### src/rtl/scanner_tx_serializer.sv
// Scanner byte FIFO feeding an MSB-first bit serializer towards the transfer center.
// Latency: byte written at edge t -> request after t+1, first bit after t+2 when the transfer center is ready.
// Backpressure: byte_in_ready drops when the FIFO is full (writes then dropped, overflow sticky); shifting waits in REQUEST.
module scanner_tx_serializer #(
    parameter int DEPTH = 8,
    parameter int CW    = 4
) (
    input  logic          clk,
    input  logic          rst,
    input  logic          byte_in_valid,
    input  logic [7:0]    byte_in,
    output logic          byte_in_ready,
    input  logic          ready_for_transfer_in,
    output logic          ready_for_transfer_out,
    output logic          data_out,
    output logic          data_valid,
    output logic [2:0]    byte_counter,
    output logic [CW-1:0] fill_level,
    output logic          overflow
);

    localparam int            AW      = $clog2(DEPTH);
    localparam logic [CW-1:0] DEPTH_C = CW'(DEPTH);

    typedef enum logic [1:0] {
        IDLE    = 2'd0,
        REQUEST = 2'd1,
        SHIFT   = 2'd2
    } state_t;

    state_t          state_q, state_d;
    logic [7:0]      mem_q [DEPTH];
    logic [AW-1:0]   wr_ptr_q, rd_ptr_q;
    logic [CW-1:0]   count_q, count_d;
    logic [7:0]      shift_q, shift_d;
    logic [2:0]      cnt_q, cnt_d;
    logic            rdy_q, dv_q, req_q, ovf_q;
    logic            push, load;

    // Write acceptance uses the registered ready only, so a same-edge pop never frees a slot early.
    assign push = byte_in_valid && rdy_q;

    // Next-state, shift register and bit counter; a load pops the FIFO head into the shifter.
    always_comb begin
        state_d = state_q;
        shift_d = shift_q;
        cnt_d   = cnt_q;
        load    = 1'b0;
        case (state_q)
            IDLE: begin
                if (count_q != '0) state_d = REQUEST;
            end
            REQUEST: begin
                if (ready_for_transfer_in) begin
                    load    = 1'b1;
                    state_d = SHIFT;
                end
            end
            SHIFT: begin
                shift_d = {shift_q[6:0], 1'b0};
                if (cnt_q == 3'd7) begin
                    cnt_d = 3'd0;
                    if (count_q != '0 && ready_for_transfer_in) begin
                        load = 1'b1;
                    end else if (count_q != '0) begin
                        state_d = REQUEST;
                    end else begin
                        state_d = IDLE;
                    end
                end else begin
                    cnt_d = cnt_q + 3'd1;
                end
            end
            default: state_d = IDLE;
        endcase
        if (load) begin
            shift_d = mem_q[rd_ptr_q];
            cnt_d   = 3'd0;
        end
    end

    // Occupancy: simultaneous push and pop leave the count unchanged.
    always_comb begin
        count_d = count_q;
        if (push && !load)      count_d = count_q + CW'(1);
        else if (!push && load) count_d = count_q - CW'(1);
    end

    // FIFO storage needs no reset; pointers and count define what is valid.
    always_ff @(posedge clk) begin
        if (push) mem_q[wr_ptr_q] <= byte_in;
    end

    // State, pointers and all registered outputs.
    always_ff @(posedge clk or posedge rst) begin
        if (rst) begin
            state_q  <= IDLE;
            wr_ptr_q <= '0;
            rd_ptr_q <= '0;
            count_q  <= '0;
            shift_q  <= 8'h00;
            cnt_q    <= 3'd0;
            rdy_q    <= 1'b1;
            dv_q     <= 1'b0;
            req_q    <= 1'b0;
            ovf_q    <= 1'b0;
        end else begin
            state_q  <= state_d;
            count_q  <= count_d;
            shift_q  <= shift_d;
            cnt_q    <= cnt_d;
            rdy_q    <= (count_d < DEPTH_C);
            dv_q     <= (state_d == SHIFT);
            req_q    <= (state_d == REQUEST);
            if (push) wr_ptr_q <= wr_ptr_q + AW'(1);
            if (load) rd_ptr_q <= rd_ptr_q + AW'(1);
            if (byte_in_valid && !rdy_q) ovf_q <= 1'b1;
        end
    end

    assign byte_in_ready          = rdy_q;
    assign ready_for_transfer_out = req_q;
    assign data_out               = shift_q[7];
    assign data_valid             = dv_q;
    assign byte_counter           = cnt_q;
    assign fill_level             = count_q;
    assign overflow               = ovf_q;

endmodule

### config.mk
export PLATFORM = sky130hd
export DESIGN_NAME = scanner_tx_serializer
export DESIGN_NICKNAME = d
export VERILOG_FILES = /design/src/rtl/scanner_tx_serializer.sv
export SDC_FILE = /design/constraint.sdc
export NUM_CORES = 1
export LEC_CHECK = 0
export BUFFER_PORTS_ARGS = -buffer_cell sky130_fd_sc_hd__buf_2
export CORE_ASPECT_RATIO = 0.5
export CORE_MARGIN = 2
export CORE_UTILIZATION = 30
export CTS_CLUSTER_DIAMETER = 200
export DETAILED_ROUTE_END_ITERATION = 12
export GPL_TIMING_DRIVEN = 0
export SLEW_MARGIN = 20
export SYNTH_ARGS = -nofsm -noshare
export SYNTH_HDL_FRONTEND = slang
export SYNTH_SLANG_ARGS = --single-unit
export TNS_END_PERCENT = 30
### constraint.sdc
create_clock -name clk -period 3.05 [get_ports clk]
set_input_delay 0.305 -clock clk [delete_from_list [all_inputs] [get_ports clk]]
set_output_delay 0.305 -clock clk [all_outputs]
set_load 0.01 [all_outputs]
# [Yosys cells after proc, flatten, opt, wreduce, memory -nomap -nowiden]
# Memory sizes are Yosys's and may differ from the RTL's.
# Index checks and enable logic that the tools add are counted.
[word_totals] ff_bits=27 latch_bits=0 mem_bits_rw=64 romBits=0 in_bits=12 out_inout_bits=12 wordCells=52 memories=1
[mem_list] name="mem_q" depth=8 word_bits=8 rd=1 rd_ports_with_merged_regs=0 write_ports=1 line="32" text="logic [7:0] mem_q [DEPTH];"
[op_classes] n_addsub=5 mul=0 div=0 n_lt_le_gt_ge=1 n_eq_ne=5 shifts=0 mux=19 bitwise=0 n_reduce_logical=11
[ops] cell="8-bit 2-to-1 mux" count=2
[ops] cell="3-bit by 1-bit adder with 3-bit output (second input constant)" count=3
[ops] cell="3-bit 2-to-1 mux" count=3
[ops] cell="2-bit 2-to-1 mux" count=4
[ops] cell="4-bit 2-to-1 mux" count=2
[ops] cell="1-bit 2-to-1 mux" count=6
[ops] cell="2-bit one-hot mux with 3 select lines" count=1
[ops] cell="1-bit logical AND" count=5
[ops] cell="4-bit by 1-bit adder with 4-bit output (second input constant)" count=1
[ops] cell="2-bit by 1-bit == test with 1-bit output (second input constant)" count=2
[ops] cell="2-bit == test (second input constant)" count=2
[ops] cell="4-bit < comparator (second input constant)" count=1
[ops] cell="4-bit nonzero test" count=1
[ops] cell="4-bit by 1-bit subtractor with 4-bit output (second input constant)" count=1
[ops] cell="3-bit == test (second input constant)" count=1
[ops] cell="1-bit zero test" count=3
[ops] cell="2-bit zero test" count=1
[ops] cell="1-bit one-hot mux with 2 select lines" count=1
[ops] cell="2-bit nonzero test" count=1

# [Longest topological paths before layout]
# Gate-level depths: netlist of run 1.
[logic_depth] ltp_word=9 depth_mapped=12 ltp_nobuf=11

# [Least setup slack after synthesis of run 1]
# Ideal clock, no wire load.
[synth_timing] path_kind="register to register" from="reg count_q[0] (netlist: fill_level[0])" to="reg rdy_q (netlist: byte_in_ready)" setup_ps=75 t_arrival_ps=2564 required_time_ps=2975 path_slack_ps=411 stages_incl_launch_ff=13 n_path_buf=1 synth_period_minus_slack_ps=2639 cell_sequence="dfrtp_1 > inv_1 > ha_1 > or3b_4 > a31oi_4 > nor2_4 > buf_6 > inv_1 > ha_1 > nand2b_1 > or4_1 > o21ai_0 > xnor2_1"
[synth_via] elab_chain_len=9 word_cells_on_any_way=13 cone_classes="add/sub (2); order compare (1); mux (5); reduce/logical (5)"
[synth_rtl] element="from (decl)" line="34" text="logic [CW-1:0] count_q, count_d;"
[synth_rtl] element="from (signal assigned)" line="109" text="count_q <= count_d;"
[synth_rtl] element="4-bit nonzero test" line="63" text="if (count_q != '0 && ready_for_transfer_in) begin"
[synth_rtl] element="1-bit logical AND" line="63"
[synth_rtl] element="1-bit 2-to-1 mux" line="63"
[synth_rtl] element="1-bit 2-to-1 mux" line="61" text="if (cnt_q == 3'd7) begin"
[synth_rtl] element="1-bit one-hot mux with 2 select lines" line="49" text="case (state_q)"
[synth_rtl] element="1-bit logical AND or 1-bit zero test (tied branches)" line="86, 85"
[synth_rtl] element="4-bit 2-to-1 mux or 1-bit logical AND (tied branches)" line="86, 85"
[synth_rtl] element="4-bit 2-to-1 mux (*)" line="85" text="if (push && !load) count_d = count_q + CW'(1);"
[synth_rtl] element="4-bit < comparator (*)" line="112" text="rdy_q <= (count_d < DEPTH_C);"
[synth_rtl] element="to (signal assigned)" line="112"
[synth_rtl] element="to (decl)" line="37" text="logic rdy_q, dv_q, req_q, ovf_q;"
# Every way passes the cells marked *; elsewhere a longest branch is shown, timed or not.
# A chain may end at the register's enable or synchronous reset.

# [Worst setup path in the final report of run 1]
# Same ends and word-level chain as after synthesis.

==> results by group, run 1 <==
Timing
  – Post-route minimum period: 2850 ps
  – Setup TNS: 0 ps
  – Least-Margin Pin Slew: 931 ps
  – Final hold vios: 0
  – Post-route clock skew: 5.45 ps
  – Fin crit share: 93.4%
  – Max Slew Vio Count: 0
  – RSZ-0062 raised after global routing: false
  – Peak Freq: 351 MHz
  – Rel. slew slack: 37.7%
  – Worst setup margin: 202 ps
  – Setup-failing EPs final: 0

Routing
  – Pre-Repair DR Iteration Count: 4
  – Drt drc: 0
  – Total wire length: 7260 microns
  – DRT iter0 DRCs: 164
  – Routed WL per cell: 16.1 microns
  – Antenna viol nets, final: 0
  – Vias: 2,101
  – Vias/cell: 4.66

Floorplan
  – Die X: 166 microns
  – Die span in y: 84.9 microns
  – Io pins: 24
  – Cell Rows: 29
  – Initial Utilization: 30.8%
  – Core Footprint: 12,700 sq um
  – Die area: 14,100 sq um

Status
  – Status: completed

Synth
  – Register area share after synthesis: 66.2%
  – Synth warn: 0
  – Post-synthesis compound-gate area fraction: 4.40%
  – Ys async rst share: 29.7%
  – Mux share of post-synthesis cell area: 16.4%
  – Largest family of logic cells by synthesized area: multiplexers
  – Avg Inst Size Synth: 16.5 sq um
  – Post-synth EDFFs: 64
  – Synth Area in XOR/XNOR: 0.893%
  – Adder-cell share of the synthesized area: 3.83%
  – FF+latch count, synth: 91
  – Synth Area in Simple Gates: 5.90%
  – Synth Instances: 238
  – Mapped cell area: 3930 sq um
  – Distinct cells, synth: 42
  – Top_reg_cell synth: edfxtp_1
  – Synth Net Count: 262

Worst hold path
  – Worst Hold Class: in2async

Clock tree
  – Root Driver: clkbuf_16
  – Clk_lat worst skew: 340 ps
  – CTS tree: done
  – Clock buffer depth: 2
  – Max H-tree Level: 3
  – CTS Buf Count: 9
  – CTS Sinks: 91
  – Worst-path clk slew: 70 ps
  – Post-CTS Hold Buffers: 0

Global routing
  – Vias in the first global route: 2,178
  – Initial antenna violation count: 1
  – GR Overflow Total: 0
  – Total track usage: 11.0%
  – Global-route wire length before repair: 11,600 microns
  – Pin count of the biggest net entering global routing: 28

Setup path
  – Worst Setup Start Kind: register
  – Data required, critical path: 3300 ps
  – Terminus of the critical flop-to-flop path: byte_in_ready
  – FF-to-FF path depth: 12
  – CP Class: reg2reg
  – Reg2Reg Setup Slack: 200 ps
  – Worst Setup End Kind: register
  – Arr. time, crit path: 3100 ps
  – Crit Path Max Fanout: 10
  – R2r startpoint: fill_level[0]

Layout
  – Filler cells: 1,169
  – Final instance area: 4600 sq um
  – Layout Nets: 300
  – Ant. Diodes: 0
  – Share of layout cells above drive strength 1: 27.0%
  – Final Non-Filler Cells: 451
  – Area delta synth->final: 17.1%

Placed design
  – DP Area: 4280 sq um
  – Placer Congestion: 0.722
  – # placed instances: 433
  – I/O Buffers: 23
  – Pre-CTS WS: 110 ps
  – HPWL after detailed placement: 4990 microns

Power and ir drop
  – PD cells: 959 nW/um^2
  – Peak VDD IR: 0.362 mV
  – Leak: 1.70 nW

Run
  – Max Cap Viol: 0
==> synthesized netlist by cell type, types with 2 or more instances <==
cell	number	area [sq um]
a21oi_1	2	10.0
a22oi_1	3	22.5
buf_1	2	7.51
buf_2	3	15.0
buf_6	2	22.5
dfrtp_1	26	651
edfxtp_1	64	1920
ha_1	12	150
inv_1	11	41.3
mux2_2	2	22.5
mux2i_1	26	260
mux4_2	16	360
nand2_1	11	41.3
nand2b_1	4	25.0
nor2_1	13	48.8
nor2b_1	4	25.0
nor3_1	3	15.0
o21ai_0	8	40.0
xnor2_1	2	17.5
xor2_1	2	17.5
==> where the power goes <==
part / switching (mW) / total, mW / internal, mW
sequential: 0.169 / 1.81 / 1.64
combinational: 0.790 / 1.47 / 0.684
clock: 0.474 / 1.12 / 0.646
total: 1.43 / 4.41 / 2.97
==> flip-flops by register name, summed over array words and instances, names as in the netlist, named ones only <==
signal and flops:
ready_for_transfer_out 1, shift_q 8, overflow 1, mem_q 64, byte_in_ready 1, state_q 2
rd_ptr_q 3, byte_counter 3, wr_ptr_q 3, data_valid 1, fill_level 3
==> routing by layer <==
layer	vias up	global-route usage, %	part of all wire [%]	wire, microns
met2	44	18.0	48	3520
li1	984	-	-	-
met4	2	4.03	1.6	117
met3	16	3.73	5.0	362
met1	1055	13.7	45	3240
met5	-	0	0.22	16
==> area by class of cell <==
class,count,area (sq um),share of cell area [%]
Clock inverter,6,71.3,1.55
Multi-Input combinational cell,128,1240,27.0
Sequential cell,91,2600,56.6
Timing Repair Buffer,27,145,3.16
Tap cell,170,213,4.63
Buffer,8,52.6,1.14
Clock buffer,10,229,4.98
Inverter,11,41.3,0.898
==> worst max-delay path: stages (launching register included) <==
cell	delay [ps]
dfrtp_2	430
inv_1	90
ha_1	250
or3b_4	270
a31oi_4	110
nor2_4	180
buf_6	180
inv_1	50
ha_1	260
nand2b_1	240
or4_1	400
o21ai_0	110
xnor2_1	180
==> kinds of logic (layout without fill, tap and decap cells) <==
group           after synthesis  in the layout
fa+ha+maj                    12             12
simple gates                 44             44
mux                          44             44
flops                        91             91
compound gates               24             24
buf+inv                      19             62
xor+xnor                      4              4
==> stage by stage <==
stage	util, %	power, mW	hold slack [ps]
global placement	33.4	3.22	434
global route	36.1	4.67	70.8
floorplan	-	2.87	357
finish	36.1	4.41	18.9
CTS	35.9	4.44	170
detailed placement	33.6	3.32	440
==> cells in the final DEF, fill, tap and decap left out, types with 2 or more instances in the layout <==
cell type   n
a21oi_1     2
a22oi_1     3
buf_1       2
buf_2      26
buf_4       5
buf_6       2
clkbuf_16   9
dfrtp_1    24
dfrtp_2     2
edfxtp_1   64
ha_1       12
inv_1      10
inv_6       2
mux2_2      2
mux2i_1    26
mux4_2     16
nand2_1    11
nand2b_1    4
nor2_1     13
nor2b_1     4
nor3_2      2
o21ai_0     8
xnor2_1     2
xor2_1      2
==> how the worst max path moves through the flow <==
stage	end	depth (start not counted)	slack, ps	startpoint
6_report	byte_in_ready	12	200	fill_level[0]
2_1_floorplan	byte_in_ready	12	410	fill_level[0]
3_5_place_dp	byte_in_ready	12	110	fill_level[0]
5_1_grt	byte_in_ready	12	8	fill_level[0]
4_1_cts	byte_in_ready	12	70	fill_level[0]
3_3_place_gp	byte_in_ready	12	250	fill_level[0]
==> what timing repair did <==
item	in CTS	in global routing
buffers inserted	0	2
endpoints found under the setup margin	0	2
resized for setup	0	2
Note: power is estimated with default switching activity, not from simulation.
==> inputs of run 2 (changes only) <==
--- a/config.mk
+++ b/config.mk
@@ -12,6 +12,7 @@
 export CTS_CLUSTER_DIAMETER = 200
 export DETAILED_ROUTE_END_ITERATION = 12
 export GPL_TIMING_DRIVEN = 0
+export REMOVE_ABC_BUFFERS = 1
 export SLEW_MARGIN = 20
 export SYNTH_ARGS = -nofsm -noshare
 export SYNTH_HDL_FRONTEND = slang
==> constraint.sdc (replaced) <==
create_clock -name clk -period 3.05 [get_ports clk]
set_input_delay 0.61 -clock clk [delete_from_list [all_inputs] [get_ports clk]]
set_output_delay 0.61 -clock clk [all_outputs]
set_load 0.01 [all_outputs]
==> run 2 against run 1 <==
  * Die area is the same
  * Via count shrank 0.48%
  * Final area shrank 0.98%
  * Final cell count shrank 2.0%
  * Wire length grew 0.29%
  * Combinational power shrank 15%
  * Sequential power grew 8%
  * Clock skew grew 2.5 ps
==> results by group, run 2 (same netlist as run 1, synthesis figures left out) <==
Routing
  – Routed WL per cell: 16.5 microns (+2.3%)
  – Drt drc: 0 (unchanged)
  – Total wire length: 7280 microns (+0.29%)
  – Antenna viol nets, final: 0 (unchanged)
  – Vias/cell: 4.73 (+1.6%)
  – Pre-Repair DR Iteration Count: 4 (unchanged)
  – Vias: 2,091 (-0.48%)
  – DRT iter0 DRCs: 159 (-3.0%)

Floorplan
  – Cell Rows: 29 (unchanged)
  – Io pins: 24 (unchanged)
  – Core Footprint: 12,700 sq um (unchanged)
  – Die area: 14,100 sq um (unchanged)
  – Die X: 166 microns (unchanged)
  – Die span in y: 84.9 microns (unchanged)
  – Initial Utilization: 30.8% (unchanged)

Timing
  – Least-Margin Pin Slew: 1000 ps (+73.5 ps)
  – Setup-failing EPs final: 0 (unchanged)
  – Peak Freq: 369 MHz (+5.2%)
  – RSZ-0062 raised after global routing: false
  – Post-route minimum period: 2710 ps (-141 ps)
  – Max Slew Vio Count: 0 (unchanged)
  – Rel. slew slack: 32.8% (-4.9 points)
  – Fin crit share: 88.7% (-4.6 points)
  – Worst setup margin: 343 ps (+141 ps)
  – Post-route clock skew: 7.99 ps (+2.53 ps)
  – Final hold vios: 0 (unchanged)

Layout
  – Ant. Diodes: 0 (unchanged)
  – Reg with most FFs: mem_q
  – Share of layout cells above drive strength 1: 26.1% (-0.94 points)
  – Commonest cells after routing, fill and taps aside: edfxtp_1, mux2i_1, dfrtp_1, buf_2, mux4_2
  – Layout Nets: 291 (-3.0%)
  – Commonest non-fill, non-tap cell in the layout: edfxtp_1
  – Area delta synth->final: 15.9%
  – Filler cells: 1,159 (-0.86%)
  – Largest register FFs: 64 (unchanged)
  – Fin util: 35.7% (-0.35 points)
  – Largest registers: mem_q x64, shift_q x8

Setup path
  – Critical path cell sequence: inv_1 -> ha_1 -> or3b_4 -> a31oi_4 -> nor2_4 -> inv_1 -> ha_1 -> nand2b_1 -> or4_1 -> o21ai_0 -> xnor2_1
  – Crit Path Max Fanout: 8 (-2)
  – CP delay by family, top: simple AND/OR/NAND/NOR gates
  – Worst Setup Start Kind: register
  – Worst path max stage delay: 490 ps (+60 ps)
  – Worst Setup End Kind: register
  – CP bufs+invs: 2 (-1)
  – Data required, critical path: 3310 ps (about the same)
  – Arr. time, crit path: 2970 ps (-130 ps)
  – CP Class: reg2reg
  – CP max stage cell: dfrtp_1

Clock tree
  – Clock buffer depth: 2 (unchanged)
  – Root Driver: clkbuf_16
  – CTS Sinks: 91 (unchanged)
  – Max H-tree Level: 3 (unchanged)
  – Clk_lat worst skew: 340 ps (about the same)
  – Worst-path clk slew: 70 ps (about the same)
  – CTS tree: done
  – CTS Buf Count: 9 (unchanged)

Worst hold path
  – Worst Hold Class: in2async

Placed design
  – Placer Congestion: 0.664 (-7.9%)
  – Pre-CTS WS: -64.6 ps (-175 ps)
  – I/O Buffers: 23 (unchanged)
  – HPWL after detailed placement: 4740 microns (-5.0%)

Power and ir drop
  – PD cells: 961 nW/um^2 (+0.25%)
  – Peak VDD IR: 0.354 mV (-2.3%)
  – Leak: 1.67 nW (-2.0%)

Global routing
  – Pin count of the biggest net entering global routing: 28 (unchanged)
  – GR Overflow Total: 0 (unchanged)
  – Total track usage: 10.8% (-0.21 points)
  – Global-route wire length before repair: 11,500 microns (-1.1%)
  – Initial antenna violation count: 0 (-1)
  – Vias in the first global route: 2,216 (+1.7%)

Status
  – Status: completed

Run
  – Max Cap Viol: 0 (unchanged)
## run 2: changes by cell type in the layout (fill, tap and decap cells not counted), moves of 2 or more
cell	change
buf_6	-2
buf_1	-2
inv_8	+2
buf_4	-2
buf_2	-3
## run 2: worst reg2reg max path: stages (launching register included)
cell and delay [ps]:
dfrtp_1 490, inv_1 110, ha_1 250, or3b_4 270, a31oi_4 110, nor2_4 150, inv_1 50, ha_1 270
nand2b_1 250, or4_1 410, o21ai_0 120, xnor2_1 150
## run 2: through the flow
step           total power, mW  std cells  hold WS [ps]  cell area [sq um]  setup TNS [ps]
6_report                  4.37        442           324               4550               0
5_1_grt                   4.61        442           371               4550               0
4_1_cts                   4.41        441           460               4540               0
3_5_place_dp              3.25        425           443               4230           -64.6
3_3_place_gp              3.15        423           435               4200               0
2_1_floorplan             2.83        230           490               3870               0
## run 2: cell type report
class                      instances  area [sq um]  area share (%)
multi-input combinational        128          1240            27.4
clock buffer                       9           225            4.95
timing repair buffer              26           138            3.02
tap                              170           213            4.67
clock inverter                     7          88.8            1.95
sequential                        91          2600            57.1
inverter                          11          41.3           0.907
## run 2: report_power, final
group | switching [mW] | internal, mW
logic | 0.607 | 0.642
clock network | 0.504 | 0.658
registers | 0.323 | 1.64
## run 2: worst paths after layout
path                       depth (start not counted)           from  slack, ps             to
setup / recovery                                  11  fill_level[0]        340  byte_in_ready
hold / removal                                     2            rst        320       overflow
setup reg to reg                                  11  fill_level[0]        340  byte_in_ready
hold reg to reg                                    1       overflow        460       overflow
max in group asynchronous                          2            rst       2320    rd_ptr_q[1]
min in group clk                                   1       overflow        460       overflow
## run 2: what timing repair did
action                     4_1_cts  5_1_grt
buffers inserted                 0        1
hold buffers                     0        0
cloned                           0        0
setup endpoints to repair        1        2
pin swaps                        0        1
resized for setup                1        0
## run 2: metal layers
metal | vias to the layer above | global-route usage, % | routed length (microns)
met4 | 0 | 4.27 | 74
met2 | 57 | 18.9 | 3650
met1 | 1059 | 12.8 | 3210
li1 | 968 | - | -
met3 | 7 | 3.08 | 346
met5 | - | 0 | 0
